[config.mk]
export PLATFORM = sky130hd
export DESIGN_NAME = mem_port_arbiter
export DESIGN_NICKNAME = d
export VERILOG_FILES = /design/src/rtl/mem_port_arbiter_pkg.sv /design/src/rtl/mem_port_arbiter_starve_ctr.sv /design/src/rtl/mem_port_arbiter.sv
export SDC_FILE = /design/constraint.sdc
export NUM_CORES = 1
export LEC_CHECK = 0
export ABC_AREA = 1
export BUFFER_PORTS_ARGS = -buffer_cell sky130_fd_sc_hd__buf_4
export CORE_ASPECT_RATIO = 2
export CORE_MARGIN = 5
export CORE_UTILIZATION = 43
export CTS_CLUSTER_DIAMETER = 150
export CTS_CLUSTER_SIZE = 20
export DETAILED_ROUTE_END_ITERATION = 7
export HOLD_SLACK_MARGIN = 0.15
export PLACE_DENSITY = 0.75
export SETUP_SLACK_MARGIN = 0.3
export SLEW_MARGIN = 25
export SYNTH_ARGS = -nofsm -noshare
export SYNTH_HDL_FRONTEND = slang
export SYNTH_HIERARCHICAL = 1
export SYNTH_SLANG_ARGS = --single-unit
[constraint.sdc]
create_clock -name clk -period 1.77 [get_ports clk]
set_input_delay 0.177 -clock clk [delete_from_list [all_inputs] [get_ports clk]]
set_output_delay 0.177 -clock clk [all_outputs]
set_load 0.02 [all_outputs]
[src/rtl/mem_port_arbiter_pkg.sv]
// Shared encodings for the fetch/data memory port arbiter.
package mem_port_arbiter_pkg;

    localparam logic [1:0] ST_IDLE  = 2'd0;
    localparam logic [1:0] ST_IWAIT = 2'd1;
    localparam logic [1:0] ST_DWAIT = 2'd2;
    localparam logic [1:0] ST_RESP  = 2'd3;

    localparam logic OWN_I = 1'b0;
    localparam logic OWN_D = 1'b1;

    // A limit of 0 still needs a 1-bit counter so the port list stays legal.
    function automatic int unsigned starve_cnt_w(input int unsigned limit);
        return (limit == 0) ? 1 : $clog2(limit + 1);
    endfunction

endpackage

[src/rtl/mem_port_arbiter_starve_ctr.sv]
// Saturating count of contested data grants; flags when fetch must win next.
module starve_ctr
    import mem_port_arbiter_pkg::*;
#(
    parameter int unsigned LIMIT = 3
) (
    input  logic clk,
    input  logic reset,
    input  logic inc,
    input  logic clr,
    output logic starve
);

    localparam int unsigned   CNT_W   = starve_cnt_w(LIMIT);
    localparam logic [CNT_W-1:0] CNT_MAX = CNT_W'(LIMIT);

    logic [CNT_W-1:0] cnt_q;
    logic [CNT_W-1:0] cnt_d;

    always_comb begin
        cnt_d = cnt_q;
        if (clr) begin
            cnt_d = '0;
        end else if (inc && (cnt_q != CNT_MAX)) begin
            cnt_d = cnt_q + 1'b1;
        end
    end

    always_ff @(posedge clk) begin
        if (!reset) begin
            cnt_q <= '0;
        end else begin
            cnt_q <= cnt_d;
        end
    end

    assign starve = (LIMIT != 0) && (cnt_q == CNT_MAX);

endmodule

[src/rtl/mem_port_arbiter.sv]
// Fetch/data arbiter in front of a single-ported, variable-latency memory.
// Data wins contested grants unless the starvation counter hands the slot to fetch.
module mem_port_arbiter
    import mem_port_arbiter_pkg::*;
#(
    parameter int unsigned ADDR_W       = 32,
    parameter int unsigned DATA_W       = 32,
    parameter int unsigned STARVE_LIMIT = 3
) (
    input  logic              clk,
    input  logic              reset,
    input  logic              IReq,
    input  logic [ADDR_W-1:0] IAddr,
    output logic [DATA_W-1:0] IRdata,
    output logic              IReady,
    input  logic              DReq,
    input  logic              DWe,
    input  logic [ADDR_W-1:0] DAddr,
    input  logic [DATA_W-1:0] DWdata,
    output logic [DATA_W-1:0] DRdata,
    output logic              DReady,
    output logic              MemReq,
    output logic              MemWe,
    output logic [ADDR_W-1:0] MemAddr,
    output logic [DATA_W-1:0] MemWdata,
    input  logic [DATA_W-1:0] MemRdata,
    input  logic              MemAck,
    output logic              StallFetch,
    output logic              StallMem
);

    logic [1:0]        state_q,     state_d;
    logic              owner_q,     owner_d;
    logic              mem_req_q,   mem_req_d;
    logic              mem_we_q,    mem_we_d;
    logic [ADDR_W-1:0] mem_addr_q,  mem_addr_d;
    logic [DATA_W-1:0] mem_wdata_q, mem_wdata_d;
    logic [DATA_W-1:0] irdata_q,    irdata_d;
    logic [DATA_W-1:0] drdata_q,    drdata_d;
    logic              iready_q,    iready_d;
    logic              dready_q,    dready_d;

    logic starve;
    logic win_dat;
    logic win_ins;

    always_comb begin
        state_d     = state_q;
        owner_d     = owner_q;
        mem_req_d   = mem_req_q;
        mem_we_d    = mem_we_q;
        mem_addr_d  = mem_addr_q;
        mem_wdata_d = mem_wdata_q;
        irdata_d    = irdata_q;
        drdata_d    = drdata_q;
        iready_d    = 1'b0;
        dready_d    = 1'b0;
        win_dat     = 1'b0;
        win_ins     = 1'b0;

        case (state_q)
            ST_IDLE: begin
                if (DReq && (!IReq || !starve)) begin
                    win_dat     = 1'b1;
                    state_d     = ST_DWAIT;
                    owner_d     = OWN_D;
                    mem_req_d   = 1'b1;
                    mem_we_d    = DWe;
                    mem_addr_d  = DAddr;
                    mem_wdata_d = DWdata;
                end else if (IReq) begin
                    win_ins    = 1'b1;
                    state_d    = ST_IWAIT;
                    owner_d    = OWN_I;
                    mem_req_d  = 1'b1;
                    mem_we_d   = 1'b0;
                    mem_addr_d = IAddr;
                end
            end
            ST_IWAIT, ST_DWAIT: begin
                if (MemAck) begin
                    state_d   = ST_RESP;
                    mem_req_d = 1'b0;
                    if (owner_q == OWN_D) begin
                        dready_d = 1'b1;
                        // A store leaves the last load value visible to the pipeline.
                        if (!mem_we_q) begin
                            drdata_d = MemRdata;
                        end
                    end else begin
                        iready_d = 1'b1;
                        irdata_d = MemRdata;
                    end
                end
            end
            ST_RESP: begin
                state_d = ST_IDLE;
            end
            default: begin
                state_d = ST_IDLE;
            end
        endcase
    end

    always_ff @(posedge clk) begin
        if (!reset) begin
            state_q     <= ST_IDLE;
            owner_q     <= OWN_I;
            mem_req_q   <= 1'b0;
            mem_we_q    <= 1'b0;
            mem_addr_q  <= '0;
            mem_wdata_q <= '0;
            irdata_q    <= '0;
            drdata_q    <= '0;
            iready_q    <= 1'b0;
            dready_q    <= 1'b0;
        end else begin
            state_q     <= state_d;
            owner_q     <= owner_d;
            mem_req_q   <= mem_req_d;
            mem_we_q    <= mem_we_d;
            mem_addr_q  <= mem_addr_d;
            mem_wdata_q <= mem_wdata_d;
            irdata_q    <= irdata_d;
            drdata_q    <= drdata_d;
            iready_q    <= iready_d;
            dready_q    <= dready_d;
        end
    end

    // Only contested data wins count toward starvation.
    starve_ctr #(
        .LIMIT (STARVE_LIMIT)
    ) u_starve (
        .clk    (clk),
        .reset  (reset),
        .inc    (win_dat && IReq),
        .clr    (win_ins),
        .starve (starve)
    );

    assign MemReq     = mem_req_q;
    assign MemWe      = mem_we_q;
    assign MemAddr    = mem_addr_q;
    assign MemWdata   = mem_wdata_q;
    assign IRdata     = irdata_q;
    assign DRdata     = drdata_q;
    assign IReady     = iready_q;
    assign DReady     = dready_q;
    assign StallFetch = IReq && !iready_q;
    assign StallMem   = DReq && !dready_q;

endmodule
---- After elaboration in Yosys (flattened, before gate mapping) ----
Index checks and enable logic that the tools add are counted.
word-level totals
  bits in registers ....................... 137
  logic and storage cells ................. 64
  output and inout port bits .............. 134
operators by class
  add/sub/neg operators ................... 1
  bitwise operators ....................... 3
  multiplexer cells ....................... 20
  reduce and logical (&&, ||, !) cells .... 22
  eq/ne operators ......................... 7
operators by type and width
  operator             number
  $mux 32              2
  $mux 1               13
  $reduce_and 3->1     3
  $eq 2x2->1 const B   3
  $mux 2               3
  $pmux 2 s3           1
  $reduce_and 2->1     3
  $logic_and 1x1->1    5
  $logic_not 1->1      4
  $ne 2x2->1 const B   2
  $reduce_and 4->1     1
  $reduce_bool 2->1    2
  $reduce_or 2->1      2
  $ne 3x3->1 const B   1
  $not 1->1            3
  $add 2x1->2 const B  1
  $eq 2x1->1 const B   1
  $logic_not 2->1      1
  $pmux 1 s2           1
  $logic_or 1x1->1     1

---- Depth between registers and ports, before layout ----
  word-level depth ........................ 8
  depth in mapped cells ................... 9
  mapped depth without buffers ............ 8

---- Modules after synthesis ----
Netlist, hierarchy kept.
by module, submodules not included
  module            times used  area an instance (um^2)  cells each
  mem_port_arbiter  1           5547.8                   792
  starve_ctr        1           110.1                    17

---- Least setup slack after synthesis ----
Ideal clock, no wire load.
  kind .................................... register -> register
  start ................................... register u_starve.cnt_q[0]
  end ..................................... register u_starve.cnt_q[0]
  data arrival time ....................... 1.351 ns
  cell stages (with the launch flop) ...... 10
  path buffers ............................ 1
  setup slack ............................. 0.355 ns
  path through ............................ dfxtp_1 ha_1 nand2_2 nand2_1 buf_4 nor2_1 inv_1 nor2_2 nor2_1 nor2_1
on the way
  longest elaborated chain between the ends .. 8
  elaborated cells between the ends (all ways) .. 13
  classes of those cells .................. add/sub: 1; eq/ne: 2; mux: 4; reduce/logical: 6
RTL lines
  element                   line                               RTL
  start: declaration        mem_port_arbiter_starve_ctr.sv:17  logic [CNT_W-1:0] cnt_q;
  start signal: assignment  mem_port_arbiter_starve_ctr.sv:33  cnt_q <= cnt_d;
  $eq 2x2->1 *              mem_port_arbiter_starve_ctr.sv:37  assign starve = (LIMIT != 0) && (cnt_q == CNT_MAX);
  named net starve          mem_port_arbiter.sv:43             logic starve;
  $logic_not 1->1 *         mem_port_arbiter.sv:63             if (DReq && (!IReq || !starve)) begin
  $logic_or 1x1->1 *        mem_port_arbiter.sv:63
  $logic_and 1x1->1 *       mem_port_arbiter.sv:63
  $mux 1                    mem_port_arbiter.sv:63
  $mux 1                    mem_port_arbiter.sv:61             case (state_q)
  $logic_and 1x1->1         mem_port_arbiter.sv:137            .inc (win_dat && IReq),
  $logic_and 1x1->1         mem_port_arbiter_starve_ctr.sv:24  end else if (inc && (cnt_q != CNT_MAX)) begin
Mark *: on every way through the listed nets, which the timed path passes. The rest lies on a longest branch.
A chain may end at the register's enable or synchronous reset.

---- Worst setup path in the final report ----
  start ................................... register state_q[0]
  end ..................................... register irdata_q[27], in the netlist IRdata[27]
on the way
  longest elaborated chain between the ends .. 3
  elaborated cells between the ends (all ways) .. 4
  classes of those cells .................. eq/ne: 2; reduce/logical: 2
RTL lines
  element                                   line                     RTL
  start: declaration                        mem_port_arbiter.sv:32   logic [1:0] state_q, state_d;
  start signal: assignment                  mem_port_arbiter.sv:118  state_q <= state_d;
  $eq 2x1->1 or $eq 2x2->1 (tied branches)  mem_port_arbiter.sv:61
  $reduce_or 2->1 *                         mem_port_arbiter.sv:61
  $reduce_and 3->1 (no source line) *       --
  end signal: assignment                    mem_port_arbiter.sv:124  irdata_q <= irdata_d;
  end: declaration                          mem_port_arbiter.sv:38   logic [DATA_W-1:0] irdata_q, irdata_d;
Mark *: on every way between the ends. The rest lies on a longest branch, timed or not.

==> metrics.md <==
| Metric | Value |
|---|---|
| Status | complete, no violations |
| Starting Density | 43.5% |
| RePlAce Congestion | 0.886 |
| WL final | 21.7 mm |
| Worst hold start | MemAck |
| Sequential area share after synthesis | 48.5% |
| Most used DFF post-synth | dfxtp_1 |
| Hpwl dp | 13.2 mm |
| Depth of the worst hold-timing path | 5 |
| Max cap viols | 0 |
| YS warnings | 6 |
| Clock latency on the worst-skew pair | 0.41 ns |
| Critical path class | register to register |
| Total die area | 0.0157 sq mm |
| Core area | 0.0130 sq mm |
| Yosys cell types | 19 |
| I/O pins | 268 |
| Slew Limit Fails | 0 |
| RSZ-0062 raised after global routing | yes |
| Tot GR Track Use | 26.2% |
| Setup_tns | 0 ns |
| R2R Setup Slk | 0.32 ns |
| Synthesized area per cell | 6.99 sq um |
| Slew HR | 70.6% |
| Diode count | 0 |
| Max Fclk | 0.692 GHz |
| Largest net degree at the start of global routing | 67 |
| Overflow after GRT | 0 |
| Std-Cell Rows | 59 |
| CTS tree | done |
| Layout area overhead | 73.3% |
| Async SR Flop Fraction | 0% |
| Count of input and output buffers | 267 |
| Count leader, synth | nor2_1 |
| Worst-path clk slew | 0.06 ns |
| Peak supply drop | 1.04 mV |
| EDFF count, synth | 0 |
| Share of cells above drive strength 1 | 28.1% |
| Clock root cell | clkbuf_16 |
| Antenna violations before repair | 0 |
| DRC | 0 |
| Die X | 91.1 um |
| Vias | 6822 |
| Flop and latch count out of synthesis | 137 |
| First-pass DRT Iterations | 6 |
| Global-route wire length before repair | 33.2 mm |
| Final setup vio count | 0 |
| CP Launch Point | state_q[0] |
| Post-synth top cells | nor2_1 (206), nand2_1 (182), dfxtp_1 (137) |
| Num Clock Sinks | 137 |
| Reg2reg path depth | 8 |
| Antenna Nets Post-Route | 0 |
| Crit path DAT | 1.74 ns |
| Power Dens Cells | 1420 mW/mm^2 |
| Max Root-Sink Buffers | 2 |
| Startpoint types | register |
| Fin crit period | 1.45 ns |
| Final hold violation count | 0 |
| Cells after Synth | 809 |
| Syn Nets | 946 |
| Critical R2R Launch | state_q[0] |
| Chip height | 172 um |
| H-tree levels | 4 |
| Period utilization | 81.7% |
| Worst-Margin Slew | 0.441 ns |
| Share of the synthesized area in the top cell type | 48.5% |
| Clock skew | 0.0120 ns |
| Total leakage power | 4.75 nW |
| Nets | 1327 |
| Vias in the first global route | 6787 |
| Total CTS buffers | 17 |
| Area contributors post-synth | dfxtp_1 (48%), nor2_1 (14%), nand2_1 (12%), o21ai_0 (4.8%), nand4_1 (3.8%) |
| Worst setup EP type | register |
| Tot Pwr | 14.0 mW |
| Cell Area, Synth | 0.00566 sq mm |
| Number of fill cells | 905 |
| Vias per cell | 5.04 |
| Routed wire length per instance | 16.0 um |
| Starting DRC count in detailed routing | 281 |
| Hold Crit Class | input port to register |
| Crit-path max FO | 8 |
| Yosys top cell by area | dfxtp_1 |
| Req. time, crit path | 2.06 ns |
==> state kept, by name, indices dropped and copies added, names as in the netlist, 2 cells and up <==
| register | count |
|---|---|
| state_q | 2 |
| DRdata | 32 |
| MemWdata | 32 |
| MemAddr | 32 |
| IRdata | 32 |
| u_starve/cnt_q | 2 |
==> report_power, final <==
part,internal (mW),switching [mW]
logic,2.55,3.47
clock network,2.22,1.37
registers,3.89,0.448
total,8.66,5.29
==> repair_timing <==
item                       in CTS  in global routing
setup endpoints to repair      85                127
cloned                          0                  3
setup buffers                   1                  1
pin swaps                       1                  2
hold buffers                  130                  0
hold endpoints to repair      135                  0
gates resized for setup         8                 36
==> through the flow <==
| stage | utilization [%] | instance area (sq um) | hold WS, ns | setup slack [ns] | instances |
|---|---|---|---|---|---|
| finish | 75.5 | 9810 | 0.186 | 0.324 | 1354 |
| global route | 75.5 | 9810 | 0.199 | 0.245 | 1354 |
| CTS | 74.1 | 9630 | 0.167 | 0.285 | 1350 |
| detailed placement | 59.2 | 7700 | 0.416 | 0.0738 | 1188 |
| global placement | 59.2 | 7700 | 0.405 | 0.136 | 1188 |
| floorplan | - | 5660 | 0.312 | 0.355 | 809 |
==> metal layers <==
metal | routed length, um | vias to the layer above | GRT usage, %
met5 | 0 | - | 0
met4 | 1470 | 0 | 18.7
met3 | 1490 | 104 | 8.01
met2 | 11300 | 310 | 45.9
met1 | 7410 | 3087 | 25.8
li1 | - | 3321 | -
==> cell type report <==
type | instances | area, sq um | area share, %
clock buffer | 18 | 429 | 4.38
timing repair buffer | 420 | 3610 | 36.8
inverter | 48 | 195 | 1.99
sequential | 137 | 2750 | 28.0
clock inverter | 13 | 170 | 1.74
multi-input combinational | 566 | 2460 | 25.1
tap | 152 | 190 | 1.94
==> path summary, 6_finish.rpt <==
check / to
min reg2reg: MemReq
max: IRdata[27]
max reg2reg: IRdata[27]
min: DReady
==> cells in the final DEF (no fill, tap or decap), drive strengths merged <==
cell type / synthesis / final
o21ai: 64 / 64
clkinv: 1 / 9
bufinv: 0 / 3
buf: 44 / 287
a21oi: 36 / 36
nand3: 38 / 38
nand4: 34 / 34
dlygate4sd3: 0 / 130
nand2: 183 / 183
ha: 3 / 3
clkbuf: 14 / 21
inv: 47 / 49
nor2: 208 / 208
dfxtp: 137 / 137
==> cells by family after synthesis <==
logic type,count (synthesis),synth area share (%)
and+or+nand+nor,463,33.2
DFF,137,48.5
buffers and inverters,106,8.82
AOI/OAI and AO/OA,100,8.85
adders and majority gates,3,0.663
==> worst max-delay path, stage by stage, from the launching register on <==
cell and delay, ns:
dfxtp_2 0.32, inv_2 0.05, ha_4 0.24, nand2_2 0.09, nor2_4 0.05, buf_12 0.14
clkbuf_16 0.16, o21ai_0 0.22, nor2_1 0.06
Power figures use the tool's default switching activity.
